==> config.mk <==
export PLATFORM = sky130hd
export DESIGN_NAME = pmp_csr_regs
export DESIGN_NICKNAME = d
export VERILOG_FILES = /design/src/rtl/cep_define.sv /design/src/rtl/pmp_cfg_byte_wr.sv /design/src/rtl/pmp_csr_regs.sv
export SDC_FILE = /design/constraint.sdc
export NUM_CORES = 1
export LEC_CHECK = 0
export CORE_AREA = 2 2 278 280
export DETAILED_ROUTE_END_ITERATION = 16
export DIE_AREA = 0 0 280 282
export MAX_ROUTING_LAYER = met4
export PLACE_DENSITY = 0.69
export SYNTH_ARGS = -nofsm -noshare
export SYNTH_HDL_FRONTEND = slang
export SYNTH_SLANG_ARGS = --single-unit
==> constraint.sdc <==
create_clock -name clk -period 4.05 [get_ports clk]
set_input_delay 1.0125 -clock clk [delete_from_list [all_inputs] [get_ports clk]]
set_output_delay 1.0125 -clock clk [all_outputs]
set_load 0.02 [all_outputs]
==> src/rtl/cep_define.sv <==
// -----------------------------------------------------------------------------
// cep_define
//   Shared definitions for the PMP CSR block: CSR base addresses, the pmpcfg
//   address-matching mode enum and the packed pmpcfg byte layout.
// -----------------------------------------------------------------------------
package cep_define;

    localparam logic [11:0] CSR_PMPCFG0  = 12'h3A0;
    localparam logic [11:0] CSR_PMPADDR0 = 12'h3B0;

    // Bit positions inside a pmpcfg byte, for places that work on raw bytes
    localparam int CFG_L_BIT = 7;
    localparam int CFG_A_LSB = 3;

    typedef enum logic [1:0] {
        OFF   = 2'd0,
        TOR   = 2'd1,
        NA4   = 2'd2,
        NAPOT = 2'd3
    } pmp_a_e;

    typedef struct packed {
        logic       L;
        logic [1:0] rsvd;
        pmp_a_e     A;
        logic       X;
        logic       W;
        logic       R;
    } pmpcfg_t;

    typedef enum logic {
        ST_IDLE = 1'b0,
        ST_RESP = 1'b1
    } rsp_state_e;

endpackage

==> src/rtl/pmp_cfg_byte_wr.sv <==
// -----------------------------------------------------------------------------
// pmp_cfg_byte_wr
//   Combinational write filter for one pmpcfg byte.
//   Ports:
//     old_byte_i  [7:0]  currently stored byte
//     new_byte_i  [7:0]  byte lane of the write data
//     we_i               this byte's word is being written
//     next_byte_o [7:0]  legalised next value of the byte
// -----------------------------------------------------------------------------
module pmp_cfg_byte_wr (
    input  logic [7:0] old_byte_i,
    input  logic [7:0] new_byte_i,
    input  logic       we_i,
    output logic [7:0] next_byte_o
);
    import cep_define::*;

    pmpcfg_t old_c;
    pmpcfg_t new_c;
    pmpcfg_t legal_c;

    assign old_c = pmpcfg_t'(old_byte_i);
    assign new_c = pmpcfg_t'(new_byte_i);

    always_comb begin
        legal_c      = new_c;
        legal_c.rsvd = 2'b00;
        // Locked bytes and the reserved R=0/W=1 encoding keep the old byte whole
        if (we_i && !old_c.L && !(!new_c.R && new_c.W)) begin
            next_byte_o = legal_c;
        end else begin
            next_byte_o = old_c;
        end
    end

endmodule

==> src/rtl/pmp_csr_regs.sv <==
// -----------------------------------------------------------------------------
// pmp_csr_regs
//   Holds the 16 pmpaddr and 4 pmpcfg CSRs and drives them, registered, to
//   pmp_check. Serves single-beat CSR requests over valid/ready with one
//   response per request, one cycle after acceptance.
//   Ports:
//     clk, rst_n                       clock, asynchronous active-low reset
//     csr_req_valid/ready              request handshake
//     csr_req_we, addr[11:0], wdata    request: write flag, CSR address, data
//     csr_rsp_valid/ready              response handshake
//     csr_rsp_rdata[31:0], csr_rsp_err register value after access, bad address
//     pmpaddrN_data, pmpcfgN_data      current register contents to pmp_check
// -----------------------------------------------------------------------------
module pmp_csr_regs #(
    parameter int NUM_ENTRIES = 16
) (
    input  logic        clk,
    input  logic        rst_n,
    input  logic        csr_req_valid,
    output logic        csr_req_ready,
    input  logic        csr_req_we,
    input  logic [11:0] csr_req_addr,
    input  logic [31:0] csr_req_wdata,
    output logic        csr_rsp_valid,
    input  logic        csr_rsp_ready,
    output logic [31:0] csr_rsp_rdata,
    output logic        csr_rsp_err,
    output logic [31:0] pmpaddr0_data,
    output logic [31:0] pmpaddr1_data,
    output logic [31:0] pmpaddr2_data,
    output logic [31:0] pmpaddr3_data,
    output logic [31:0] pmpaddr4_data,
    output logic [31:0] pmpaddr5_data,
    output logic [31:0] pmpaddr6_data,
    output logic [31:0] pmpaddr7_data,
    output logic [31:0] pmpaddr8_data,
    output logic [31:0] pmpaddr9_data,
    output logic [31:0] pmpaddr10_data,
    output logic [31:0] pmpaddr11_data,
    output logic [31:0] pmpaddr12_data,
    output logic [31:0] pmpaddr13_data,
    output logic [31:0] pmpaddr14_data,
    output logic [31:0] pmpaddr15_data,
    output logic [31:0] pmpcfg0_data,
    output logic [31:0] pmpcfg1_data,
    output logic [31:0] pmpcfg2_data,
    output logic [31:0] pmpcfg3_data
);
    import cep_define::*;

    localparam int NUM_CFG = NUM_ENTRIES / 4;

    logic [31:0] pmpaddr_q [NUM_ENTRIES];
    logic [31:0] pmpaddr_d [NUM_ENTRIES];
    logic [31:0] pmpcfg_q  [NUM_CFG];
    logic [31:0] pmpcfg_d  [NUM_CFG];
    logic [7:0]  cfg_byte_q [NUM_ENTRIES];
    logic [7:0]  cfg_byte_d [NUM_ENTRIES];

    logic [NUM_ENTRIES-1:0] addr_locked;
    logic [NUM_CFG-1:0]     cfg_we;

    rsp_state_e  state_q, state_d;
    logic [31:0] rsp_rdata_q, rsp_rdata_d;
    logic        rsp_err_q, rsp_err_d;

    logic       req_accept;
    logic       write_acc;
    logic       sel_cfg;
    logic       sel_addr;
    logic [3:0] sel_idx;

    assign req_accept = csr_req_valid && csr_req_ready;
    assign write_acc  = req_accept && csr_req_we;
    assign sel_cfg    = (csr_req_addr[11:2] == CSR_PMPCFG0[11:2]);
    assign sel_addr   = (csr_req_addr[11:4] == CSR_PMPADDR0[11:4]);
    assign sel_idx    = csr_req_addr[3:0];

    always_comb begin
        for (int k = 0; k < NUM_CFG; k++) begin
            cfg_we[k] = write_acc && sel_cfg && (sel_idx[1:0] == 2'(k));
        end
    end

    for (genvar e = 0; e < NUM_ENTRIES; e++) begin : g_entry
        localparam int WI = e / 4;
        localparam int BI = e % 4;

        assign cfg_byte_q[e] = pmpcfg_q[WI][8*BI +: 8];

        pmp_cfg_byte_wr u_cfg_byte (
            .old_byte_i  (cfg_byte_q[e]),
            .new_byte_i  (csr_req_wdata[8*BI +: 8]),
            .we_i        (cfg_we[WI]),
            .next_byte_o (cfg_byte_d[e])
        );

        // pmpaddr[e] is also the bottom of a locked TOR range owned by entry e+1
        if (e < NUM_ENTRIES - 1) begin : g_tor
            assign addr_locked[e] = cfg_byte_q[e][CFG_L_BIT]
                || (cfg_byte_q[e+1][CFG_L_BIT]
                    && (cfg_byte_q[e+1][CFG_A_LSB +: 2] == TOR));
        end else begin : g_last
            assign addr_locked[e] = cfg_byte_q[e][CFG_L_BIT];
        end
    end

    always_comb begin
        for (int k = 0; k < NUM_CFG; k++) begin
            pmpcfg_d[k] = {cfg_byte_d[4*k+3], cfg_byte_d[4*k+2],
                           cfg_byte_d[4*k+1], cfg_byte_d[4*k]};
        end
        for (int e = 0; e < NUM_ENTRIES; e++) begin
            pmpaddr_d[e] = pmpaddr_q[e];
            if (write_acc && sel_addr && (sel_idx == 4'(e)) && !addr_locked[e]) begin
                pmpaddr_d[e] = csr_req_wdata;
            end
        end
    end

    // Response reports the value the register holds after this access
    always_comb begin
        rsp_rdata_d = '0;
        rsp_err_d   = 1'b0;
        if (sel_cfg) begin
            rsp_rdata_d = pmpcfg_d[sel_idx[1:0]];
        end else if (sel_addr) begin
            rsp_rdata_d = pmpaddr_d[sel_idx];
        end else begin
            rsp_err_d = 1'b1;
        end
    end

    always_ff @(posedge clk or negedge rst_n) begin
        if (!rst_n) begin
            for (int k = 0; k < NUM_CFG; k++) pmpcfg_q[k] <= '0;
            for (int e = 0; e < NUM_ENTRIES; e++) pmpaddr_q[e] <= '0;
            rsp_rdata_q <= '0;
            rsp_err_q   <= 1'b0;
        end else begin
            for (int k = 0; k < NUM_CFG; k++) pmpcfg_q[k] <= pmpcfg_d[k];
            for (int e = 0; e < NUM_ENTRIES; e++) pmpaddr_q[e] <= pmpaddr_d[e];
            if (req_accept) begin
                rsp_rdata_q <= rsp_rdata_d;
                rsp_err_q   <= rsp_err_d;
            end
        end
    end

    // Response FSM: state register
    always_ff @(posedge clk or negedge rst_n) begin
        if (!rst_n) begin
            state_q <= ST_IDLE;
        end else begin
            state_q <= state_d;
        end
    end

    // Response FSM: next state
    always_comb begin
        state_d = state_q;
        unique case (state_q)
            ST_IDLE: if (req_accept) state_d = ST_RESP;
            ST_RESP: if (csr_rsp_ready && !req_accept) state_d = ST_IDLE;
            default: state_d = ST_IDLE;
        endcase
    end

    // Response FSM: outputs; a new request may enter as the old response leaves
    always_comb begin
        csr_rsp_valid = (state_q == ST_RESP);
        csr_req_ready = (state_q == ST_IDLE) || csr_rsp_ready;
    end

    assign csr_rsp_rdata = rsp_rdata_q;
    assign csr_rsp_err   = rsp_err_q;

    assign pmpaddr0_data  = pmpaddr_q[0];
    assign pmpaddr1_data  = pmpaddr_q[1];
    assign pmpaddr2_data  = pmpaddr_q[2];
    assign pmpaddr3_data  = pmpaddr_q[3];
    assign pmpaddr4_data  = pmpaddr_q[4];
    assign pmpaddr5_data  = pmpaddr_q[5];
    assign pmpaddr6_data  = pmpaddr_q[6];
    assign pmpaddr7_data  = pmpaddr_q[7];
    assign pmpaddr8_data  = pmpaddr_q[8];
    assign pmpaddr9_data  = pmpaddr_q[9];
    assign pmpaddr10_data = pmpaddr_q[10];
    assign pmpaddr11_data = pmpaddr_q[11];
    assign pmpaddr12_data = pmpaddr_q[12];
    assign pmpaddr13_data = pmpaddr_q[13];
    assign pmpaddr14_data = pmpaddr_q[14];
    assign pmpaddr15_data = pmpaddr_q[15];
    assign pmpcfg0_data   = pmpcfg_q[0];
    assign pmpcfg1_data   = pmpcfg_q[1];
    assign pmpcfg2_data   = pmpcfg_q[2];
    assign pmpcfg3_data   = pmpcfg_q[3];

endmodule

==> metrics.md <==
| Metric | Value |
|---|---|
| Die width | between 200 and 300 um |
| Syn avg cell area | between 9 and 10 um2 |
| Placement Cell Area | 44,100 um2 |
| Crit path kind | input port to flop |
| Tot GR Track Use | 46.4% |
| Layout cells sized above 1 | roughly 21% |
| Syn Nets | 3,359 |
| Clock transition at the registers of the reported paths | 60 ps |
| Main synth FF type | dfrtp_1 |
| Syn. warnings | 0 |
| Post-synthesis register bit count | about 670 |
| I/O pin count | about 720 |
| Crit. End Element | flop |
| TritonCTS Buffers | 75 |
| Max Cap Viol | 0 |
| DR vias | ~34,000 |
| Arrival @ worst endpoint | 4570 ps |
| CP top delay family | buffers and inverters |
| Initial DRT Pass Iterations | 6 |
| Largest net degree at the start of global routing | 118 |
| Placer Congestion | ~1 |
| Max Fclk | roughly 0.25 GHz |
| Crit path launch type | input port |
| Hold_buf cts | 0 |
| CP most frequent cell | buf_4 |
| RSZ-0062 raised after global routing | no |
| Worst slew margin | roughly 18% |
| Most common cell in the netlist | nand2_1 |
| Vias per cell | ~6.2 |
| H-tree depth | 3 |
| Hold Fails Final Rpt | 0 |
| Pleak | 22.9 nW |
| Fin. max-slew vios | 0 |
| Status | finished, final reports clean |
| VDD IR-drop max | between 200 and 300 uV |
| # setup viols final | 0 |
| Core area | 75,700 um2 |
| Top cells by area, synth | dfrtp_1 (52%), nand2_1 (11%), mux2_2 (7.5%) |
| List of most frequent post-synthesis cells | nand2_1 (955), dfrtp_1 (674), mux2_2 (215) |
| CP max stage cell | mux4_2 |
| CTS tree | done |
| Total gr overflow | 0 |
| Power per cell area | between 300 and 400 nW/um2 |
| DRC viols | 0 |
| Async SR Flop Fraction | between 90% and 100% |
| Crit-path max cell delay | roughly 500 ps |
| Fin util | approximately 62% |
| Clock sink count | roughly 670 |
| Design Area, Final | ~47,000 um2 |
| Worst hold path type | input port to asynchronous set/reset pin |
| Die height | about 280 um |
| # rows | ~100 |
| EDFF count, synth | 0 |
| Slew @ Worst Pin | between 1000 and 1500 ps |
| Area leader, netlist | dfrtp_1 |
| WP data required | 4590 ps |
| Synthesized area | around 32,000 um2 |
| Wirelength per Cell | approximately 34 um |
| Sequential-to-total area share from yosys stat | between 50% and 60% |
| Cell chain of the critical path | clkdlybuf4s50_1 -> nand4bb_1 -> buf_4 -> nor4_2 -> buf_4 -> nand3_2 -> buf_12 -> mux2i_1 -> mux4_2 -> a22oi_1 -> o2111ai_2 -> nand3b_1 |
| Buf/Inv on CP | 4 |
| Bufs on Longest Clock Path | 3 |
| Nets | between 4,000 and 5,000 |
| ANT nets after route | 0 |
| Top-area cell type share of the netlist area | 52.4% |
| Port-buffer cells | 723 |
| Clock root cell | clkbuf_16 |
| Min cycle time layout | between 4000 and 5000 ps |
| Final Skew | 25.1 ps |
| Area Growth Syn to Fin | 44.6% |
| CP Max Fanout | 11 |
| Via count of the first global-routing pass | between 30,000 and 40,000 |
| Final WL | around 180,000 um |
| Post-DP HPWL | 138,000 um |
| Die area | around 79,000 um2 |
| Syn Inst Count | approximately 3,300 |
| Initial antenna violation count | 4 |
| Netlist cell types | 90 |
| Fin crit share | 99.5% |
| Drt initial violations | about 5,000 |
| Starting Density | a little over two fifths |
| Global-route wire length before repair | ~250,000 um |
| Clock Latency Late Sink | between 600 and 700 ps |
[placed cells by master, fill, tap and decap left out, types with 15 or more instances in the layout]
cell	instances
mux2_2	215
and2_1	38
mux4_2	30
o22ai_1	33
clkdlybuf4s50_1	718
clkbuf_16	76
or3_1	18
a21oi_1	86
inv_1	66
o31ai_1	23
nor2_1	134
nor3_1	68
nand2_1	951
mux2i_1	95
a31oi_1	17
o211ai_1	30
dfrtp_1	674
a22oi_1	16
and3_1	15
nand3_1	38
nand2b_1	15
nand4_1	22
a211oi_1	27
buf_12	40
clkinv_2	17
buf_4	480
o21ai_0	123
a21o_1	18
[power by group]
part | internal (mW) | switching [mW] | total [mW]
Clock | 4.08 | 3.02 | 7.10
Sequential | 6.75 | 0.0187 | 6.77
Combinational | 0.357 | 0.863 | 1.22
[repair_timing]
action,CTS,global route
endpoints found under the setup margin,1,1
resized for setup,1,1
setup buffers,0,0
pin swaps,0,0
cloned,0,0
[area by class of cell]
type	count	area, um2
clock buffers	102	2120
well taps	978	1220
clock inverters	35	374
repair buffers	1242	11600
multi-input cells	2303	14100
fillers	6399	29100
flip-flops and latches	674	16900
diodes	2	5.00
inverters	70	263
[kinds of logic after synthesis]
family / Yosys count / share of synthesized area (%)
and+or+nand+nor: 1392 / 18.6
AOI/OAI and AO/OA: 569 / 12.3
DFF: 674 / 52.4
muxes: 342 / 12.6
buffers and inverters: 333 / 4.09
[final timing paths]
| path | from | to | cells after the start | slack, ps |
|---|---|---|---|---|
| setup / recovery | csr_req_addr[10] | csr_rsp_rdata[27] | 12 | 20 |
| hold / removal | rst_n | pmpaddr8_data[29] | 1 | 380 |
| setup reg to reg | pmpcfg0_data[15] | csr_rsp_rdata[23] | 12 | 410 |
| hold reg to reg | pmpaddr8_data[28] | pmpaddr8_data[28] | 2 | 490 |
| max in group asynchronous | rst_n | pmpaddr15_data[0] | 2 | 2590 |
| min in group clk | pmpaddr8_data[28] | pmpaddr8_data[28] | 2 | 490 |
[layer usage]
metal  share of wire [%]  wire, um  GRT usage, %  vias up
li1                    -         -             -    13700
met1                  36     66000          56.5    16800
met2                  44     80300          68.3     2620
met3                  11     20600          11.6      610
met4                 8.2     14900          31.1        0
met5                   0         0             -        -
[per-stage QoR]
| stage | hold slack (ps) | TNS [ps] | total power [mW] | setup WS, ps | cells |
|---|---|---|---|---|---|
| floorplan | 589 | 0 | 7.34 | 559 | 3310 |
| global placement | 471 | -6570 | 8.07 | -643 | 5267 |
| detailed placement | 475 | -7450 | 8.07 | -679 | 5267 |
| CTS | 393 | 0 | 15.0 | 17.1 | 5404 |
| global route | 425 | 0 | 15.4 | 33.7 | 5406 |
| finish | 382 | 0 | 15.1 | 20.2 | 5406 |
Note: power is estimated with default switching activity, not from simulation.
